$ cat config.mk
export PLATFORM = sky130hd
export DESIGN_NAME = mmio_uart_tx
export DESIGN_NICKNAME = d
export VERILOG_FILES = /design/src/rtl/mmio_uart_tx.sv
export SDC_FILE = /design/constraint.sdc
export NUM_CORES = 1
export LEC_CHECK = 0
export CAP_MARGIN = 25
export CORE_MARGIN = 1
export CORE_UTILIZATION = 50
export CTS_CLUSTER_DIAMETER = 120
export CTS_CLUSTER_SIZE = 8
export DETAILED_ROUTE_END_ITERATION = 8
export MAX_ROUTING_LAYER = met4
export PLACE_DENSITY_LB_ADDON = 0.05
export SLEW_MARGIN = 0
export SYNTH_ARGS = -nofsm -noshare
export SYNTH_HDL_FRONTEND = slang
export SYNTH_SLANG_ARGS = --single-unit
$ cat constraint.sdc
create_clock -name clk_i -period 16.05 [get_ports clk_i]
set_clock_uncertainty 0.1 [all_clocks]
set_input_delay 3.21 -clock clk_i [delete_from_list [all_inputs] [get_ports clk_i]]
set_output_delay 3.21 -clock clk_i [all_outputs]
set_load 0.01 [all_outputs]
$ cat src/rtl/mmio_uart_tx.sv
// Memory-mapped 8N1 UART transmitter: byte-wide bus window at BASE_ADDR, transmit FIFO,
// programmable baud divider and a level interrupt when everything has drained.
module mmio_uart_tx #(
  parameter logic [15:0] BASE_ADDR  = 16'hFF00,
  parameter logic [15:0] CLK_DIV    = 16'd434,
  parameter int          FIFO_DEPTH = 8
) (
  input  logic        clk_i,
  input  logic        rst_i,
  input  logic [15:0] address_i,
  input  logic [7:0]  data_i,
  input  logic        we_i,
  output logic [7:0]  data_o,
  output logic        sel_o,
  output logic        tx_o,
  output logic        irq_o
);
  localparam int PW = $clog2(FIFO_DEPTH);
  localparam int CW = PW + 1;
  localparam logic [CW-1:0] DEPTH_C = CW'(FIFO_DEPTH);

  localparam logic [1:0] OFF_TXDATA = 2'd0;
  localparam logic [1:0] OFF_STATUS = 2'd1;
  localparam logic [1:0] OFF_DIVLO  = 2'd2;
  localparam logic [1:0] OFF_DIVHI  = 2'd3;

  typedef enum logic [1:0] {
    ST_IDLE  = 2'd0,
    ST_START = 2'd1,
    ST_DATA  = 2'd2,
    ST_STOP  = 2'd3
  } state_e;

  state_e        state_q, state_d;
  logic [7:0]    mem_q [FIFO_DEPTH];
  logic [PW-1:0] wptr_q, wptr_d;
  logic [PW-1:0] rptr_q, rptr_d;
  logic [CW-1:0] count_q, count_d;
  logic          ovf_q, ovf_d;
  logic [15:0]   div_q, div_d;
  logic [15:0]   bdiv_q, bdiv_d;
  logic [15:0]   cnt_q, cnt_d;
  logic [2:0]    idx_q, idx_d;
  logic [7:0]    shift_q, shift_d;
  logic          tx_q, tx_d;
  logic          irq_q, irq_d;
  logic          sel_q, sel_d;
  logic [7:0]    rdata_q, rdata_d;

  logic          hit_s, wr_s, rd_s;
  logic [1:0]    off_s;
  logic          full_s, empty_s;
  logic          push_req_s, push_s, pop_s, ovf_set_s;
  logic [15:0]   eff_div_s;
  logic [7:0]    status_s;

  function automatic logic [3:0] sat_count(input logic [CW-1:0] c);
    logic [31:0] w;
    w = 32'(c);
    if (w > 32'd15) begin
      return 4'hF;
    end else begin
      return w[3:0];
    end
  endfunction

  assign hit_s      = (address_i[15:2] == BASE_ADDR[15:2]);
  assign off_s      = address_i[1:0];
  assign wr_s       = we_i & hit_s;
  assign rd_s       = ~we_i & hit_s;
  assign full_s     = (count_q == DEPTH_C);
  assign empty_s    = (count_q == {CW{1'b0}});
  assign push_req_s = wr_s & (off_s == OFF_TXDATA);
  // A pop on the same edge frees the slot, so a push into a full FIFO still lands.
  assign push_s     = push_req_s & (~full_s | pop_s);
  assign ovf_set_s  = push_req_s & full_s & ~pop_s;
  assign eff_div_s  = (div_q < 16'd2) ? 16'd2 : div_q;
  assign status_s   = {sat_count(count_q), ovf_q, (state_q != ST_IDLE), empty_s, full_s};

  // Transmit FSM next-state, bit timing and serial line value.
  always_comb begin
    state_d = state_q;
    cnt_d   = cnt_q;
    idx_d   = idx_q;
    shift_d = shift_q;
    bdiv_d  = bdiv_q;
    pop_s   = 1'b0;
    tx_d    = 1'b1;
    case (state_q)
      ST_IDLE: begin
        if (!empty_s) begin
          pop_s   = 1'b1;
          shift_d = mem_q[rptr_q];
          bdiv_d  = eff_div_s;
          cnt_d   = eff_div_s - 16'd1;
          state_d = ST_START;
        end else begin
          state_d = ST_IDLE;
        end
      end
      ST_START: begin
        if (cnt_q == 16'd0) begin
          state_d = ST_DATA;
          cnt_d   = bdiv_q - 16'd1;
          idx_d   = 3'd0;
        end else begin
          cnt_d = cnt_q - 16'd1;
        end
      end
      ST_DATA: begin
        if (cnt_q == 16'd0) begin
          cnt_d = bdiv_q - 16'd1;
          if (idx_q == 3'd7) begin
            state_d = ST_STOP;
          end else begin
            idx_d   = idx_q + 3'd1;
            shift_d = {1'b0, shift_q[7:1]};
          end
        end else begin
          cnt_d = cnt_q - 16'd1;
        end
      end
      ST_STOP: begin
        if (cnt_q == 16'd0) begin
          if (!empty_s) begin
            pop_s   = 1'b1;
            shift_d = mem_q[rptr_q];
            bdiv_d  = eff_div_s;
            cnt_d   = eff_div_s - 16'd1;
            state_d = ST_START;
          end else begin
            state_d = ST_IDLE;
          end
        end else begin
          cnt_d = cnt_q - 16'd1;
        end
      end
      default: begin
        state_d = ST_IDLE;
      end
    endcase
    case (state_d)
      ST_START: tx_d = 1'b0;
      ST_DATA:  tx_d = shift_d[0];
      default:  tx_d = 1'b1;
    endcase
  end

  // FIFO bookkeeping, register writes, read-data mux and interrupt level.
  always_comb begin
    wptr_d  = wptr_q;
    rptr_d  = rptr_q;
    count_d = count_q;
    ovf_d   = ovf_q;
    div_d   = div_q;
    rdata_d = 8'h00;
    sel_d   = rd_s;
    if (push_s) begin
      wptr_d = wptr_q + PW'(1);
    end else begin
      wptr_d = wptr_q;
    end
    if (pop_s) begin
      rptr_d = rptr_q + PW'(1);
    end else begin
      rptr_d = rptr_q;
    end
    case ({push_s, pop_s})
      2'b10:   count_d = count_q + CW'(1);
      2'b01:   count_d = count_q - CW'(1);
      default: count_d = count_q;
    endcase
    if (ovf_set_s) begin
      ovf_d = 1'b1;
    end else if (wr_s && (off_s == OFF_STATUS) && data_i[3]) begin
      ovf_d = 1'b0;
    end else begin
      ovf_d = ovf_q;
    end
    if (wr_s && (off_s == OFF_DIVLO)) begin
      div_d = {div_q[15:8], data_i};
    end else if (wr_s && (off_s == OFF_DIVHI)) begin
      div_d = {data_i, div_q[7:0]};
    end else begin
      div_d = div_q;
    end
    if (rd_s) begin
      case (off_s)
        OFF_STATUS: rdata_d = status_s;
        OFF_DIVLO:  rdata_d = div_q[7:0];
        OFF_DIVHI:  rdata_d = div_q[15:8];
        default:    rdata_d = 8'h00;
      endcase
    end else begin
      rdata_d = 8'h00;
    end
    irq_d = (count_d == {CW{1'b0}}) && (state_d == ST_IDLE);
  end

  // State and output registers.
  always_ff @(posedge clk_i or posedge rst_i) begin
    if (rst_i) begin
      state_q <= ST_IDLE;
      wptr_q  <= {PW{1'b0}};
      rptr_q  <= {PW{1'b0}};
      count_q <= {CW{1'b0}};
      ovf_q   <= 1'b0;
      div_q   <= CLK_DIV;
      bdiv_q  <= CLK_DIV;
      cnt_q   <= 16'd0;
      idx_q   <= 3'd0;
      shift_q <= 8'h00;
      tx_q    <= 1'b1;
      irq_q   <= 1'b1;
      sel_q   <= 1'b0;
      rdata_q <= 8'h00;
    end else begin
      state_q <= state_d;
      wptr_q  <= wptr_d;
      rptr_q  <= rptr_d;
      count_q <= count_d;
      ovf_q   <= ovf_d;
      div_q   <= div_d;
      bdiv_q  <= bdiv_d;
      cnt_q   <= cnt_d;
      idx_q   <= idx_d;
      shift_q <= shift_d;
      tx_q    <= tx_d;
      irq_q   <= irq_d;
      sel_q   <= sel_d;
      rdata_q <= rdata_d;
    end
  end

  // FIFO storage.
  always_ff @(posedge clk_i or posedge rst_i) begin
    if (rst_i) begin
      for (int i = 0; i < FIFO_DEPTH; i++) begin
        mem_q[i] <= 8'h00;
      end
    end else if (push_s) begin
      mem_q[wptr_q] <= data_i;
    end
  end

  assign data_o = rdata_q;
  assign sel_o  = sel_q;
  assign tx_o   = tx_q;
  assign irq_o  = irq_q;

endmodule

# Word-level counts from Yosys, hierarchy flattened
# Cells that the tools add are included.
# Widths: inputs -> output; s select.
[classes]
n_addsub = 8
magnitude_cmp = 4
n_eq_ne = 17
n_mux = 39
n_bitwise = 13
n_reduce_logical = 22
[op_table]
columns = ["operator", "count"]
rows = [
  ["$mux 16", 6],
  ["$mux 8", 9],
  ["$bwmux 64", 1],
  ["$pmux 16 s3", 1],
  ["$pmux 8 s3", 2],
  ["$sub 16x1->16 const B", 3],
  ["$pmux 16 s2", 1],
  ["$bmux 8 s3", 1],
  ["$demux 8 s3", 1],
  ["$logic_not 16->1", 1],
  ["$lt 16x2->1 const B", 1],
  ["$eq 14x14->1 const B", 1],
  ["$eq 2x2->1 const B", 6],
  ["$add 3x1->3 const B", 3],
  ["$mux 3", 3],
  ["$eq 2x1->1 const B", 4],
  ["$ge 4x4->1 const B", 2],
  ["$logic_not 4->1", 2],
  ["$mux 2", 4],
  ["$ne 2x2->1 const B", 4],
  ["$not 3->4", 2],
  ["$pmux 2 s4", 1],
  ["$pmux 4 s2", 1],
  ["$reduce_and 4->1", 2],
  ["17 further kinds", 41],
]
[word_totals]
regBits = 147
input_bits = 27
out_inout_bits = 11
wordCells = 127

# Logic depth before layout (Yosys ltp)
[logic_depth]
depth_word = 10
mapped_depth = 17
ltp_nobuf = 15

# Least setup slack after synthesis
# No wires, ideal clock.
[synth_path]
kind = "input port to flip-flop"
from = "input address_i[3]"
to = "register irq_q (netlist: irq_o)"
setup_time_ns = 0.085
arrival_time_ns = 6.162
t_required_ns = 15.865
setup_slack_ns = 9.703
stages = 15
path_buffers = 2
path_cell_list = "or4_1 nor4_1 and2_1 buf_4 buf_4 nand3_1 ha_1 xor2_1 ha_1 a21oi_1 xor2_1 nor2_1 xor2_1 nor4_1 nor3b_1"
[synth_via]
elab_chain_len = 8
elab_cells_between_ends = 9
classes_between = "eq/ne: 3; mux: 1; bitwise: 3; reduce/logical: 2"
[synth_rtl]
columns = ["element", "line_no", "text"]
rows = [
  ["from (decl)", "10", "input logic [15:0] address_i,"],
  ["$eq 14x14->1 (*)", "67", "assign hit_s = (address_i[15:2] == BASE_ADDR[15:2]);"],
  ["$and 1x1->1 (*)", "69", "assign wr_s = we_i & hit_s;"],
  ["$and 1x1->1 (*)", "73", "assign push_req_s = wr_s & (off_s == OFF_TXDATA);"],
  ["$and 1x1->1 (*)", "75", "assign push_s = push_req_s & (~full_s | pop_s);"],
  ["$eq 2x1->1 / $eq 2x2->1 (equally long branches)", "168", "case ({push_s, pop_s})"],
  ["$pmux 4 s2 (*)", "168", ""],
  ["named net count_d[2]", "38", "logic [CW-1:0] count_q, count_d;"],
  ["$logic_not 4->1 (*)", "197", "irq_d = (count_d == {CW{1'b0}}) && (state_d == ST_IDLE);"],
  ["$logic_and 1x1->1 (*)", "197", ""],
  ["named net irq_d", "46", "logic irq_q, irq_d;"],
  ["to (signal assigned)", "229", "irq_q <= irq_d;"],
  ["to (decl)", "46", ""],
]
# Mark *: on every way through the listed nets, which the timed path passes. The rest lies on a longest branch.
# A chain may end at the register's enable or synchronous reset.

# Worst setup path in the final report
# Same ends and word-level chain as after synthesis.

==> out/results.ini <==
[outcome]
run_status = finished clean

[cts]
cts_tree = yes
number_of_clock_buffers_inserted_by_tritoncts = 17
cts_num_sinks = 147
buffers_inserted_by_post_cts_timing_repair = 0
cts.htree.levels = 4
cts.clk_slew.worst_paths_ns = 0.07
holdBufCountCts = 0
post_cts.resized_instances = 0
ctsLongestPathBuffers = 2
cts-root-buf = sky130_fd_sc_hd__clkbuf_16
clock_network_latency_to_the_later_pin_of_the_worst_skew_pair_ns = 0.42

[sta]
hold_ws_ns = 0.388
post-route-period-util_pct = 44.7
timing_max_transition_violations_final = 0
timing.fmax_mhz = 140
rsz0062_at_grt = no
fin_tns_setup_ns = 0
final.min_clock_period_ns = 7.17
max_slew.worst_pin.slew_ns = 0.960
slew_headroom_pct = 35.1
setup_viol_count_final = 0
finalHoldViolations = 0

[synthesis]
synth.top_cell.area_share_pct = 42.7
synth_sequential_area_ratio_pct = 46.6
netlist.top_cell.by_area = sky130_fd_sc_hd__dfrtp_1
synth-edff-count = 0
synth.net_count = 721
synthesis.instances = 679
synthesis.yosys.warnings = 0
synth-seq-cells = 147
synth.distinct_cells = 64
ys_top_cells_by_area = sky130_fd_sc_hd__dfrtp_1, sky130_fd_sc_hd__mux2_2, sky130_fd_sc_hd__mux4_2
mappedNetlistArea_um2 = 7920
synth_flop_cell = sky130_fd_sc_hd__dfrtp_1
post_synth.cell_area_avg_um2 = 11.7
async_flop_share_pct = 100

[setup_path]
critical_path.cell_chain = clkdlybuf4s50_1, or4_1, nor4_1, and2_1, nand3_1, ha_1, xor2_1, ha_1, a21oi_1, xor2_1, nor2_1, xor2_1, nor4_1, nor3b_1
worst_setup_start_kind = primary input
critical-path-top-cell-by-count = sky130_fd_sc_hd__xor2_1
cell_with_the_largest_stage_delay_on_the_worst_path = sky130_fd_sc_hd__and2_1
worstPathBufferInverterCount = 1
critPathRequiredTime_ns = 16.29
crit_family = simple AND/OR/NAND/NOR gates
crit_arrival_ns = 7.41
cp_slowest_stage_delay_ns = 0.81
endpoint_kind = flip-flop
worstPathMaxFanout = 15
timing_worst_setup_path_type = primary input to flip-flop

[layout]
multi_input_gate_area_um2 = 4000
layoutNonFillerInstCount = 922
synthToLayoutAreaGrowth_pct = 13.7
seqCellArea_um2 = 3690
diodes = 0
num-nets-final = 740
nFillCells = 1256
post-route-util_pct = 58.8
final_layout_size_suffix_gt1_share_pct = 24.3

[die]
initial_utilization_pct = 51.7
core_area_um2 = 15300
die-width_um = 128
i_o_pin_count = 38
floorplan.die_area_um2 = 16300
std_cell_rows = 45
dieHeight_um = 128

[place]
place_inst = 890
routability_congestion_estimate_from_global_placement = 0.882
hpwl_reported_at_the_end_of_detailed_placement_um = 12900
buffer_ports.inserted = 37

[route]
drt_drc_violations_left = 0
drt_wl_total_um = 18300
vias_per_cell = 5.97
drt-pass1-iter-count = 5
antenna_violating_nets_post_route = 0
post_detailed_route_wirelength_per_cell_um = 19.9
routed-via-count = 5501
dr.first_iter.drc_count = 436

[global_routing]
grt_start_max_net_pins = 86
grt.met1_usage_pct = 34.9
groute.usage.overall_pct = 25.5
grt_overflow_total = 0
gr-max-usage-layer = met2
grt_pass1_vias = 5619
grt_antenna_before_repair = 0
grt_first_pass_wirelength_um = 30600
met3_track_demand_over_resource_in_global_routing_pct = 5.13
groute.layer.met2.usage_pct = 38.4

[power_and_ir_drop]
vdd_ir_drop_max_mv = 0.107
power_density_nw_per_um2 = 145
static_leakage_nw = 4.27
tot_pwr_mw = 1.31

[worst_hold_path]
worst_hold_path_type = flip-flop to flip-flop

[flow_run]
max-cap-violations = 0

==> stage by stage <==
stage | setup slack (ns) | cell area, um2
floorplan | 8.81 | 7920
global placement | 8.71 | 8410
detailed placement | 8.43 | 8420
CTS | 8.88 | 9000
global route | 8.59 | 9000
finish | 8.88 | 9000
==> area by class of cell <==
cell class                      instances  share of cell area (%)
Multi-Input combinational cell        478                    44.5
Sequential cell                       147                    41.0
Clock buffer                           18                    4.77
Timing Repair Buffer                   42                    4.53
Tap cell                              211                    2.93
Clock inverter                         14                    1.74
Inverter                               12                   0.556
==> cell usage in the layout (no fill, tap or decap), types with 5 or more instances in the layout <==
master                            synthesis  layout
sky130_fd_sc_hd__mux2_1                  11      11
sky130_fd_sc_hd__nor4_1                  11      11
sky130_fd_sc_hd__ha_1                    15      15
sky130_fd_sc_hd__mux2_2                  91      91
sky130_fd_sc_hd__or4_1                    7       7
sky130_fd_sc_hd__o31ai_1                  5       5
sky130_fd_sc_hd__nand3_1                 11      11
sky130_fd_sc_hd__nand2_1                 40      40
sky130_fd_sc_hd__mux4_2                  15      15
sky130_fd_sc_hd__xnor2_1                 18      18
sky130_fd_sc_hd__nand4_1                  6       6
sky130_fd_sc_hd__dfrtp_1                135     135
sky130_fd_sc_hd__buf_4                    3       5
sky130_fd_sc_hd__a21oi_1                 18      18
sky130_fd_sc_hd__o221ai_1                 9       9
sky130_fd_sc_hd__xor2_1                  23      23
sky130_fd_sc_hd__nand2b_1                 5       5
sky130_fd_sc_hd__nor3_1                   9       9
sky130_fd_sc_hd__dfstp_2                 12      12
sky130_fd_sc_hd__a22oi_1                 15      15
sky130_fd_sc_hd__or3_1                    9       9
sky130_fd_sc_hd__inv_1                   12      11
sky130_fd_sc_hd__o21ai_0                 26      26
sky130_fd_sc_hd__mux2i_1                 13      13
sky130_fd_sc_hd__clkbuf_16                0      17
sky130_fd_sc_hd__a31oi_1                  6       6
sky130_fd_sc_hd__inv_6                    0       6
sky130_fd_sc_hd__clkdlybuf4s50_1          0      37
sky130_fd_sc_hd__nor2_1                  48      48
==> worst register-to-register path, delay by kind of cell, from the launching register on <==
| kind | cells | cell delay (ns) |
|---|---|---|
| compound gates | 3 | 1.20 |
| xor+xnor | 3 | 0.51 |
| fa+ha+maj | 2 | 0.54 |
| flops | 1 | 0.44 |
| simple gates | 6 | 1.86 |
==> final timing paths <==
kind / startpoint / end / slack, ns / cells past startpoint
setup / recovery: address_i[3] / irq_o$_DFF_PP1_ / 8.88 / 14
hold / removal: mem_q[37]$_DFFE_PP0P_ / mem_q[37]$_DFFE_PP0P_ / 0.39 / 1
setup reg to reg: cnt_q[3]$_DFF_PP0_ / irq_o$_DFF_PP1_ / 11.31 / 14
hold reg to reg: mem_q[37]$_DFFE_PP0P_ / mem_q[37]$_DFFE_PP0P_ / 0.39 / 1
max in group asynchronous: rst_i / mem_q[47]$_DFFE_PP0P_ / 11.34 / 3
min in group asynchronous: rst_i / sel_o$_DFF_PP0_ / 3.18 / 2
==> synth_stat cells, drive strengths merged, types with 13 or more instances <==
cell type,number
dfrtp,135
nand2,41
ha,15
nor4,13
xor2,23
a22oi,15
mux2,102
nor2,48
mux2i,13
clkbuf,27
o21ai,27
mux4,15
buf,15
xnor2,18
a21oi,18
==> metal layers <==
| metal | vias to the layer above | wire length [um] |
|---|---|---|
| met3 | 18 | 754 |
| met2 | 141 | 8660 |
| li1 | 2556 | - |
| met1 | 2786 | 8720 |
| met5 | - | 0 |
| met4 | 0 | 189 |
==> power by group <==
group / internal [mW] / switching (mW)
registers: 0.401 / 0.0512
logic: 0.179 / 0.281
clock network: 0.221 / 0.173
total: 0.801 / 0.506
==> cell families after synthesis <==
family,count (synthesis),share of synthesized area (%)
flip-flops,147,46.6
adder cells (fa/ha/maj),15,2.37
AND/OR/NAND/NOR,181,13.6
AO/OA/AOI/OAI,111,9.67
buffers and inverters,54,2.80
XOR/XNOR,41,4.53
multiplexers,130,20.4
==> sequential cells by signal, summed over array words and instances (netlist names) <==
register and flops:
irq_o 1, rptr_q 3, count_q 4, cnt_q 16, data_o 8, shift_q 8, state_q 2, idx_q 3
wptr_q 3, div_q 16, sel_o 1, tx_o 1, mem_q 64, bdiv_q 16, ovf_q 1
Note: power is estimated with default switching activity, not from simulation.
